### config.mk
export PLATFORM = sky130hd
export DESIGN_NAME = uart_flow_link
export DESIGN_NICKNAME = d
export VERILOG_FILES = /design/src/rtl/uart_flow_link.sv
export SDC_FILE = /design/constraint.sdc
export NUM_CORES = 1
export LEC_CHECK = 0
export ABC_AREA = 0
export BUFFER_PORTS_ARGS = -buffer_cell sky130_fd_sc_hd__buf_2
export CORE_UTILIZATION = 60
export CTS_CLUSTER_DIAMETER = 50
export DETAILED_ROUTE_END_ITERATION = 10
export GPL_TIMING_DRIVEN = 1
export PLACE_DENSITY = 0.82
export REMOVE_ABC_BUFFERS = 1
export SLEW_MARGIN = 20
export SYNTH_ARGS = -nofsm -noshare
export SYNTH_HDL_FRONTEND = slang
export SYNTH_SLANG_ARGS = --single-unit
### constraint.sdc
create_clock -name clk -period 3.5 [get_ports clk]
set_clock_uncertainty 0.05 [all_clocks]
set_input_delay 0.35 -clock clk [delete_from_list [all_inputs] [get_ports clk]]
set_output_delay 0.35 -clock clk [all_outputs]
set_load 0.005 [all_outputs]
### src/rtl/uart_flow_link.sv
// Full-duplex UART with RTS/CTS flow control that turns the serial pins into
// valid/ready byte streams. Received bytes go into a first-word-fall-through
// FIFO, and CTS throttles the host before that FIFO overflows.
// Ports:
//   clk, rst            : system clock; synchronous active-high reset
//   UART_Rx, UART_RTS   : serial receive line and peer-ready input (asynchronous)
//   UART_Tx, UART_CTS   : serial transmit line and we-can-accept output
//   rx_data/valid/ready : RX byte stream; the FIFO head is shown on rx_data
//   tx_data/valid/ready : TX byte stream
//   rx_frame_err, rx_parity_err, rx_overrun : single-cycle error pulses
`timescale 1ns/1ps
module uart_flow_link #(
   parameter int unsigned CLKS_PER_BIT = 87,
   parameter int unsigned DATA_BITS    = 8,
   parameter int unsigned PARITY       = 0,
   parameter int unsigned FIFO_DEPTH   = 8,
   parameter int unsigned CTS_MARGIN   = 2
) (
   input  logic                 clk,
   input  logic                 rst,
   input  logic                 UART_Rx,
   input  logic                 UART_RTS,
   output logic                 UART_Tx,
   output logic                 UART_CTS,
   output logic [DATA_BITS-1:0] rx_data,
   output logic                 rx_valid,
   input  logic                 rx_ready,
   input  logic [DATA_BITS-1:0] tx_data,
   input  logic                 tx_valid,
   output logic                 tx_ready,
   output logic                 rx_frame_err,
   output logic                 rx_parity_err,
   output logic                 rx_overrun
);

   localparam int unsigned CNT_W = $clog2(CLKS_PER_BIT);
   localparam int unsigned IDX_W = $clog2(DATA_BITS);
   localparam int unsigned AW    = $clog2(FIFO_DEPTH);
   localparam int unsigned CW    = AW + 1;
   localparam bit HAS_PAR = (PARITY != 0);
   localparam bit ODD_PAR = (PARITY == 2);
   localparam logic [CNT_W-1:0] BIT_RELOAD = CNT_W'(CLKS_PER_BIT - 1);
   localparam logic [CNT_W-1:0] HALF_BIT   = CNT_W'(CLKS_PER_BIT / 2);
   localparam logic [IDX_W-1:0] LAST_IDX   = IDX_W'(DATA_BITS - 1);

   // Two-flop synchronizers. RX is preset high so reset never looks like a start edge.
   logic rx_meta, rx_s, rx_prev, rts_meta, rts_s;
   always_ff @(posedge clk) begin
      if (rst) begin
         rx_meta  <= 1'b1;
         rx_s     <= 1'b1;
         rx_prev  <= 1'b1;
         rts_meta <= 1'b0;
         rts_s    <= 1'b0;
      end else begin
         rx_meta  <= UART_Rx;
         rx_s     <= rx_meta;
         rx_prev  <= rx_s;
         rts_meta <= UART_RTS;
         rts_s    <= rts_meta;
      end
   end

   // ------------------------------------------------------------------ RX
   typedef enum logic [2:0] {
      RX_IDLE, RX_START, RX_DATA, RX_PARITY, RX_STOP, RX_WAIT_HIGH
   } rx_state_t;

   rx_state_t               rx_state, rx_state_nx;
   logic [CNT_W-1:0]        rx_cnt;
   logic [IDX_W-1:0]        rx_idx;
   logic [DATA_BITS-1:0]    rx_shift;
   logic                    rx_par_bit;
   logic                    rx_tick_c, par_ok_c;
   logic                    push_req_c, frame_err_c, parity_err_c;

   assign rx_tick_c = (rx_cnt == '0);
   assign par_ok_c  = HAS_PAR ? (rx_par_bit == ((^rx_shift) ^ ODD_PAR)) : 1'b1;

   // RX state register
   always_ff @(posedge clk) begin
      if (rst) rx_state <= RX_IDLE;
      else     rx_state <= rx_state_nx;
   end

   // RX next-state logic
   always_comb begin
      rx_state_nx = rx_state;
      case (rx_state)
         RX_IDLE:      if (rx_prev && !rx_s) rx_state_nx = RX_START;
         RX_START:     if (rx_tick_c) rx_state_nx = rx_s ? RX_IDLE : RX_DATA;
         RX_DATA:      if (rx_tick_c && rx_idx == LAST_IDX)
                          rx_state_nx = HAS_PAR ? RX_PARITY : RX_STOP;
         RX_PARITY:    if (rx_tick_c) rx_state_nx = RX_STOP;
         RX_STOP:      if (rx_tick_c) rx_state_nx = rx_s ? RX_IDLE : RX_WAIT_HIGH;
         RX_WAIT_HIGH: if (rx_s) rx_state_nx = RX_IDLE;
         default:      rx_state_nx = RX_IDLE;
      endcase
   end

   // RX outputs: the push request and error flags are all decided at the stop-bit sample
   always_comb begin
      push_req_c   = 1'b0;
      frame_err_c  = 1'b0;
      parity_err_c = 1'b0;
      if (rx_state == RX_STOP && rx_tick_c) begin
         frame_err_c  = ~rx_s;
         parity_err_c = ~par_ok_c;
         push_req_c   = rx_s & par_ok_c;
      end
   end

   // RX bit timing and data capture; the counter reloads with half a bit while idle
   always_ff @(posedge clk) begin
      if (rst) begin
         rx_cnt     <= '0;
         rx_idx     <= '0;
         rx_shift   <= '0;
         rx_par_bit <= 1'b0;
      end else begin
         if (rx_state == RX_IDLE) begin
            rx_cnt <= HALF_BIT;
            rx_idx <= '0;
         end else if (rx_tick_c) begin
            rx_cnt <= BIT_RELOAD;
         end else begin
            rx_cnt <= rx_cnt - CNT_W'(1);
         end
         if (rx_state == RX_DATA && rx_tick_c) begin
            rx_shift <= {rx_s, rx_shift[DATA_BITS-1:1]};
            rx_idx   <= rx_idx + IDX_W'(1);
         end
         if (rx_state == RX_PARITY && rx_tick_c) rx_par_bit <= rx_s;
      end
   end

   // ---------------------------------------------------------------- FIFO
   logic [DATA_BITS-1:0] fifo_mem [FIFO_DEPTH];
   logic [AW-1:0]        wr_ptr, rd_ptr;
   logic [CW-1:0]        count, count_nx;
   logic                 full_c, wr_c, pop_c;

   assign full_c   = (count == CW'(FIFO_DEPTH));
   assign wr_c     = push_req_c & ~full_c;
   assign pop_c    = rx_valid & rx_ready;
   assign count_nx = count + CW'(wr_c) - CW'(pop_c);
   assign rx_data  = fifo_mem[rd_ptr];

   always_ff @(posedge clk) begin
      if (!rst && wr_c) fifo_mem[wr_ptr] <= rx_shift;
   end

   // FIFO pointers and status; a push that meets a full FIFO is dropped even if a pop occurs in the same cycle
   always_ff @(posedge clk) begin
      if (rst) begin
         wr_ptr        <= '0;
         rd_ptr        <= '0;
         count         <= '0;
         rx_valid      <= 1'b0;
         UART_CTS      <= 1'b0;
         rx_overrun    <= 1'b0;
         rx_frame_err  <= 1'b0;
         rx_parity_err <= 1'b0;
      end else begin
         if (wr_c)  wr_ptr <= wr_ptr + AW'(1);
         if (pop_c) rd_ptr <= rd_ptr + AW'(1);
         count         <= count_nx;
         rx_valid      <= (count_nx != '0);
         UART_CTS      <= (CW'(FIFO_DEPTH) - count) > CW'(CTS_MARGIN);
         rx_overrun    <= push_req_c & full_c;
         rx_frame_err  <= frame_err_c;
         rx_parity_err <= parity_err_c;
      end
   end

   // ------------------------------------------------------------------ TX
   typedef enum logic [2:0] {
      TX_IDLE, TX_START, TX_DATA, TX_PARITY, TX_STOP
   } tx_state_t;

   tx_state_t            tx_state, tx_state_nx;
   logic [CNT_W-1:0]     tx_cnt;
   logic [IDX_W-1:0]     tx_idx, tx_idx_nx;
   logic [DATA_BITS-1:0] tx_buf;
   logic                 tx_par, tx_tick_c, accept_c, tx_line_c;

   assign tx_ready  = (tx_state == TX_IDLE) & rts_s & ~rst;
   assign accept_c  = tx_valid & tx_ready;
   assign tx_tick_c = (tx_cnt == '0);

   // TX state register
   always_ff @(posedge clk) begin
      if (rst) tx_state <= TX_IDLE;
      else     tx_state <= tx_state_nx;
   end

   // TX next-state logic, including the index of the next data bit
   always_comb begin
      tx_state_nx = tx_state;
      tx_idx_nx   = tx_idx;
      case (tx_state)
         TX_IDLE:   if (accept_c) tx_state_nx = TX_START;
         TX_START:  if (tx_tick_c) begin
                       tx_state_nx = TX_DATA;
                       tx_idx_nx   = '0;
                    end
         TX_DATA:   if (tx_tick_c) begin
                       tx_idx_nx = tx_idx + IDX_W'(1);
                       if (tx_idx == LAST_IDX) tx_state_nx = HAS_PAR ? TX_PARITY : TX_STOP;
                    end
         TX_PARITY: if (tx_tick_c) tx_state_nx = TX_STOP;
         TX_STOP:   if (tx_tick_c) tx_state_nx = TX_IDLE;
         default:   tx_state_nx = TX_IDLE;
      endcase
   end

   // TX line level for the upcoming state, so the registered line changes on the same edge as the state
   always_comb begin
      tx_line_c = 1'b1;
      case (tx_state_nx)
         TX_START:  tx_line_c = 1'b0;
         TX_DATA:   tx_line_c = tx_buf[tx_idx_nx];
         TX_PARITY: tx_line_c = tx_par;
         default:   tx_line_c = 1'b1;
      endcase
   end

   // TX datapath: latch the byte and its parity on accept, then time each bit
   always_ff @(posedge clk) begin
      if (rst) begin
         tx_cnt  <= '0;
         tx_idx  <= '0;
         tx_buf  <= '0;
         tx_par  <= 1'b0;
         UART_Tx <= 1'b1;
      end else begin
         if (tx_state == TX_IDLE || tx_tick_c) tx_cnt <= BIT_RELOAD;
         else                                  tx_cnt <= tx_cnt - CNT_W'(1);
         if (accept_c) begin
            tx_buf <= tx_data;
            tx_par <= (^tx_data) ^ ODD_PAR;
         end
         tx_idx  <= tx_idx_nx;
         UART_Tx <= tx_line_c;
      end
   end

endmodule

==> results.py <==
metrics = {
    "timing": {
        "period_needed_ps": 3110,
        "grt_setup_unrepaired": "no",
        "post-route-period-util_pct": 88.8,
        "max-slew-margin-rel_pct": 47.1,
        "finalSetupViolations": 0,
        "max_freq_mhz": 322,
        "hold_viol": 0,
        "fin_ws_ps": 394,
        "tightestPinTransition_ps": 793,
        "worst_hold_slack_ps": 23.4,
        "maxSlewViolCount": 0,
        "tns_ps": 0,
    },
    "power": {
        "p_per_area_nw_per_um2": 600,
        "ir_worst_vdd_mv": 0.341,
        "finalPower_mw": 3.86,
        "p_leak_nw": 2.37,
    },
    "worst_hold_path": {
        "hold_class": "in2reg",
        "min_from": "tx_data[0]",
        "holdPathStages": 3,
        "holdPathEnd": "tx_buf[0]$_SDFFE_PP0P_",
    },
    "final_layout": {
        "final_cell_mix": "dfxtp_1 (66), edfxtp_1 (64), nor2_1 (46), nand2_1 (29), buf_2 (27)",
        "n_fill_cell": 589,
        "layout-drive-gt1-share_pct": 22.2,
        "final_nets": 525,
        "diodes": 0,
        "final_common_cell": "dfxtp_1",
        "stdcell_count": 613,
        "syn2layout_area_growth_pct": 16.3,
    },
    "detailed_routing": {
        "vias_per_cell": 5.73,
        "dr.first_iter.drc_count": 171,
        "drt_pass1_iterations": 8,
        "avgRoutedWirePerCell_um": 17.1,
        "vias": 3514,
        "drcViolationCount": 1,
        "ant_nets": 0,
        "routed_wl_um": 10500,
    },
    "clock_tree": {
        "cts_tree": "yes",
        "clock_path_buffers": 2,
        "clock_sinks": 130,
        "clk_latency_ps": 520,
        "cts.htree.levels": 4,
        "cts_buffers": 17,
        "cts_root_buffer": "clkbuf_8",
        "path_clk_slew_ps": 60,
        "postCtsSetupRepairBufs": 0,
        "cts_resized": 0,
    },
    "synth": {
        "synth_cell_type_count": 58,
        "syn_area_sq_um": 5540,
        "ys_warn_count": 0,
        "synth_ff_type": "dfxtp_1",
        "syn_area_per_cell_sq_um": 12.4,
        "async_flop_share_pct": 0,
        "synth_edf_count": 64,
        "ys_seq_area_share_pct": 58.5,
        "synthCells": 448,
        "synth_seq_cells": 130,
    },
    "die": {
        "rows": 34,
        "die_h_um": 98.1,
        "start_util_pct": 62.6,
        "dieArea_sq_um": 9620,
        "core_sq_um": 8850,
        "design.portCount": 29,
        "die_w_um": 98.1,
    },
    "critical_path": {
        "reg2reg_depth": 11,
        "critPathCaptureType": "flop",
        "worstPathMaxFanout": 4,
        "r2r_end": "rx_valid$_SDFF_PP0_",
        "critical_path_class": "reg2reg",
        "arrival_ps": 3440,
        "ff2ff_setup_slack_ps": 390,
        "rr_startpoint": "rx_cnt[2]$_SDFF_PP0_",
        "start_kind": "flop",
        "cp.required_ps": 3840,
    },
    "global_route": {
        "grt_util_all_layers_pct": 23.8,
        "first_global_vias": 3553,
        "overflow": 0,
        "antenna_found_initial": 0,
        "grt_max_degree": 48,
        "grt_pass1_wl_um": 17200,
    },
    "run_status": {
        "status": "finished, violations left",
        "violations": "design-rule violations",
    },
    "placed_design": {
        "dp_slack_ps": 473,
        "gp_congestion": 0.802,
        "dp_hpwl_um": 6590,
        "dp.cells": 573,
        "port_buffers": 27,
    },
    "run": {
        "maxCapViolations": 0,
    },
}
-- how the worst max path moves through the flow --
stage / from / endpoint / slack (ps)
global route: rx_cnt[2]$_SDFF_PP0_ / rx_valid$_SDFF_PP0_ / 210
CTS: rx_cnt[2]$_SDFF_PP0_ / rx_valid$_SDFF_PP0_ / 400
finish: rx_cnt[2]$_SDFF_PP0_ / rx_valid$_SDFF_PP0_ / 390
global placement: rx_cnt[2]$_SDFF_PP0_ / rx_valid$_SDFF_PP0_ / 590
floorplan: rx_cnt[2]$_SDFF_PP0_ / rx_valid$_SDFF_PP0_ / 560
detailed placement: rx_cnt[2]$_SDFF_PP0_ / rx_valid$_SDFF_PP0_ / 470
-- flip-flops by register name, indices dropped and copies added (netlist names), 3 cells and up, named ones only --
name and cells:
rx_cnt 7, tx_idx 3, rx_state 3, fifo_mem 64, rd_ptr 3, wr_ptr 3, tx_buf 8, count 4
tx_state 3, rx_shift 8, tx_cnt 7, rx_idx 3
-- stage by stage --
step	util (%)	area [sq um]
finish	72.8	6440
global route	72.8	6440
CTS	72.8	6440
detailed placement	65.6	5810
global placement	65.6	5810
floorplan	-	5450
-- routing by layer --
metal / part of all wire, % / wire, um / track usage [%] / vias to the layer above
met1: 41 / 4310 / 26.6 / 1701
met4: 1.1 / 114 / 10.5 / 0
li1: - / - / - / 1707
met2: 54 / 5640 / 42.5 / 90
met3: 3.9 / 411 / 6.51 / 16
met5: 0 / 0 / 0 / -
-- cells by family (layout without fill, tap and decap cells) --
logic type / count (synthesis) / count (layout) / synth area share [%]
AO/OA/AOI/OAI: 58 / 58 / 6.39
XOR/XNOR: 23 / 23 / 3.64
adder cells (fa/ha/maj): 19 / 19 / 4.43
buffers and inverters: 37 / 94 / 2.71
flip-flops: 130 / 130 / 58.5
multiplexers: 36 / 36 / 10.3
other: 1 / 1 / 0.0677
AND/OR/NAND/NOR: 144 / 144 / 13.9
-- where the power goes --
| group | switching (mW) | internal [mW] |
|---|---|---|
| Combinational | 0.251 | 0.277 |
| Clock | 0.735 | 0.905 |
| Sequential | 0.0569 | 1.64 |
-- synth_stat cells, types with 2 or more instances --
master	count	share of area, %
nor3_1	11	0.99
buf_4	2	0.27
o31ai_1	2	0.27
mux4_2	16	6.5
nand3_1	7	0.63
a31oi_1	2	0.23
or4_1	2	0.27
a21oi_1	23	2.1
dfxtp_1	66	24
ha_1	18	4.1
mux2i_1	11	2.0
o21ai_0	7	0.63
nor4_1	2	0.23
xnor2_1	14	2.2
nor2_1	46	3.1
a211oi_1	5	0.68
buf_1	2	0.14
or2_2	6	0.68
edfxtp_1	64	35
or3_1	3	0.34
nand2b_1	13	1.5
a32oi_1	2	0.32
nand3b_1	2	0.27
o21ai_1	8	0.72
mux2_2	9	1.8
and3_1	2	0.23
nand2_1	29	2.0
inv_1	13	0.88
clkbuf_1	17	1.2
xor2_1	9	1.4
nand4_1	3	0.34
nor2b_1	6	0.68
-- layout make-up --
type / instances / area, sq um / area share [%]
timing repair buffer: 47 / 305 / 4.74
clock inverter: 15 / 139 / 2.16
sequential: 130 / 3240 / 50.3
inverter: 15 / 58.8 / 0.913
multi-input combinational: 281 / 2150 / 33.3
clock buffer: 17 / 414 / 6.43
tap: 108 / 135 / 2.10
-- critical path, cell delays in order, from the launching register on --
cell and delay, ps:
dfxtp_1 360, nor4_4 360, and3b_1 260, nand4_1 150, ha_1 340, inv_1 60
ha_1 170, inv_1 70, fa_1 390, xnor2_1 180, nor2_1 70, or4_1 520
-- repair_timing --
item | CTS | global route
endpoints found under the setup margin | 0 | 0
hold buffers | 8 | 0
endpoints found under the hold margin | 8 | 0
Note: power is estimated with default switching activity, not from simulation.
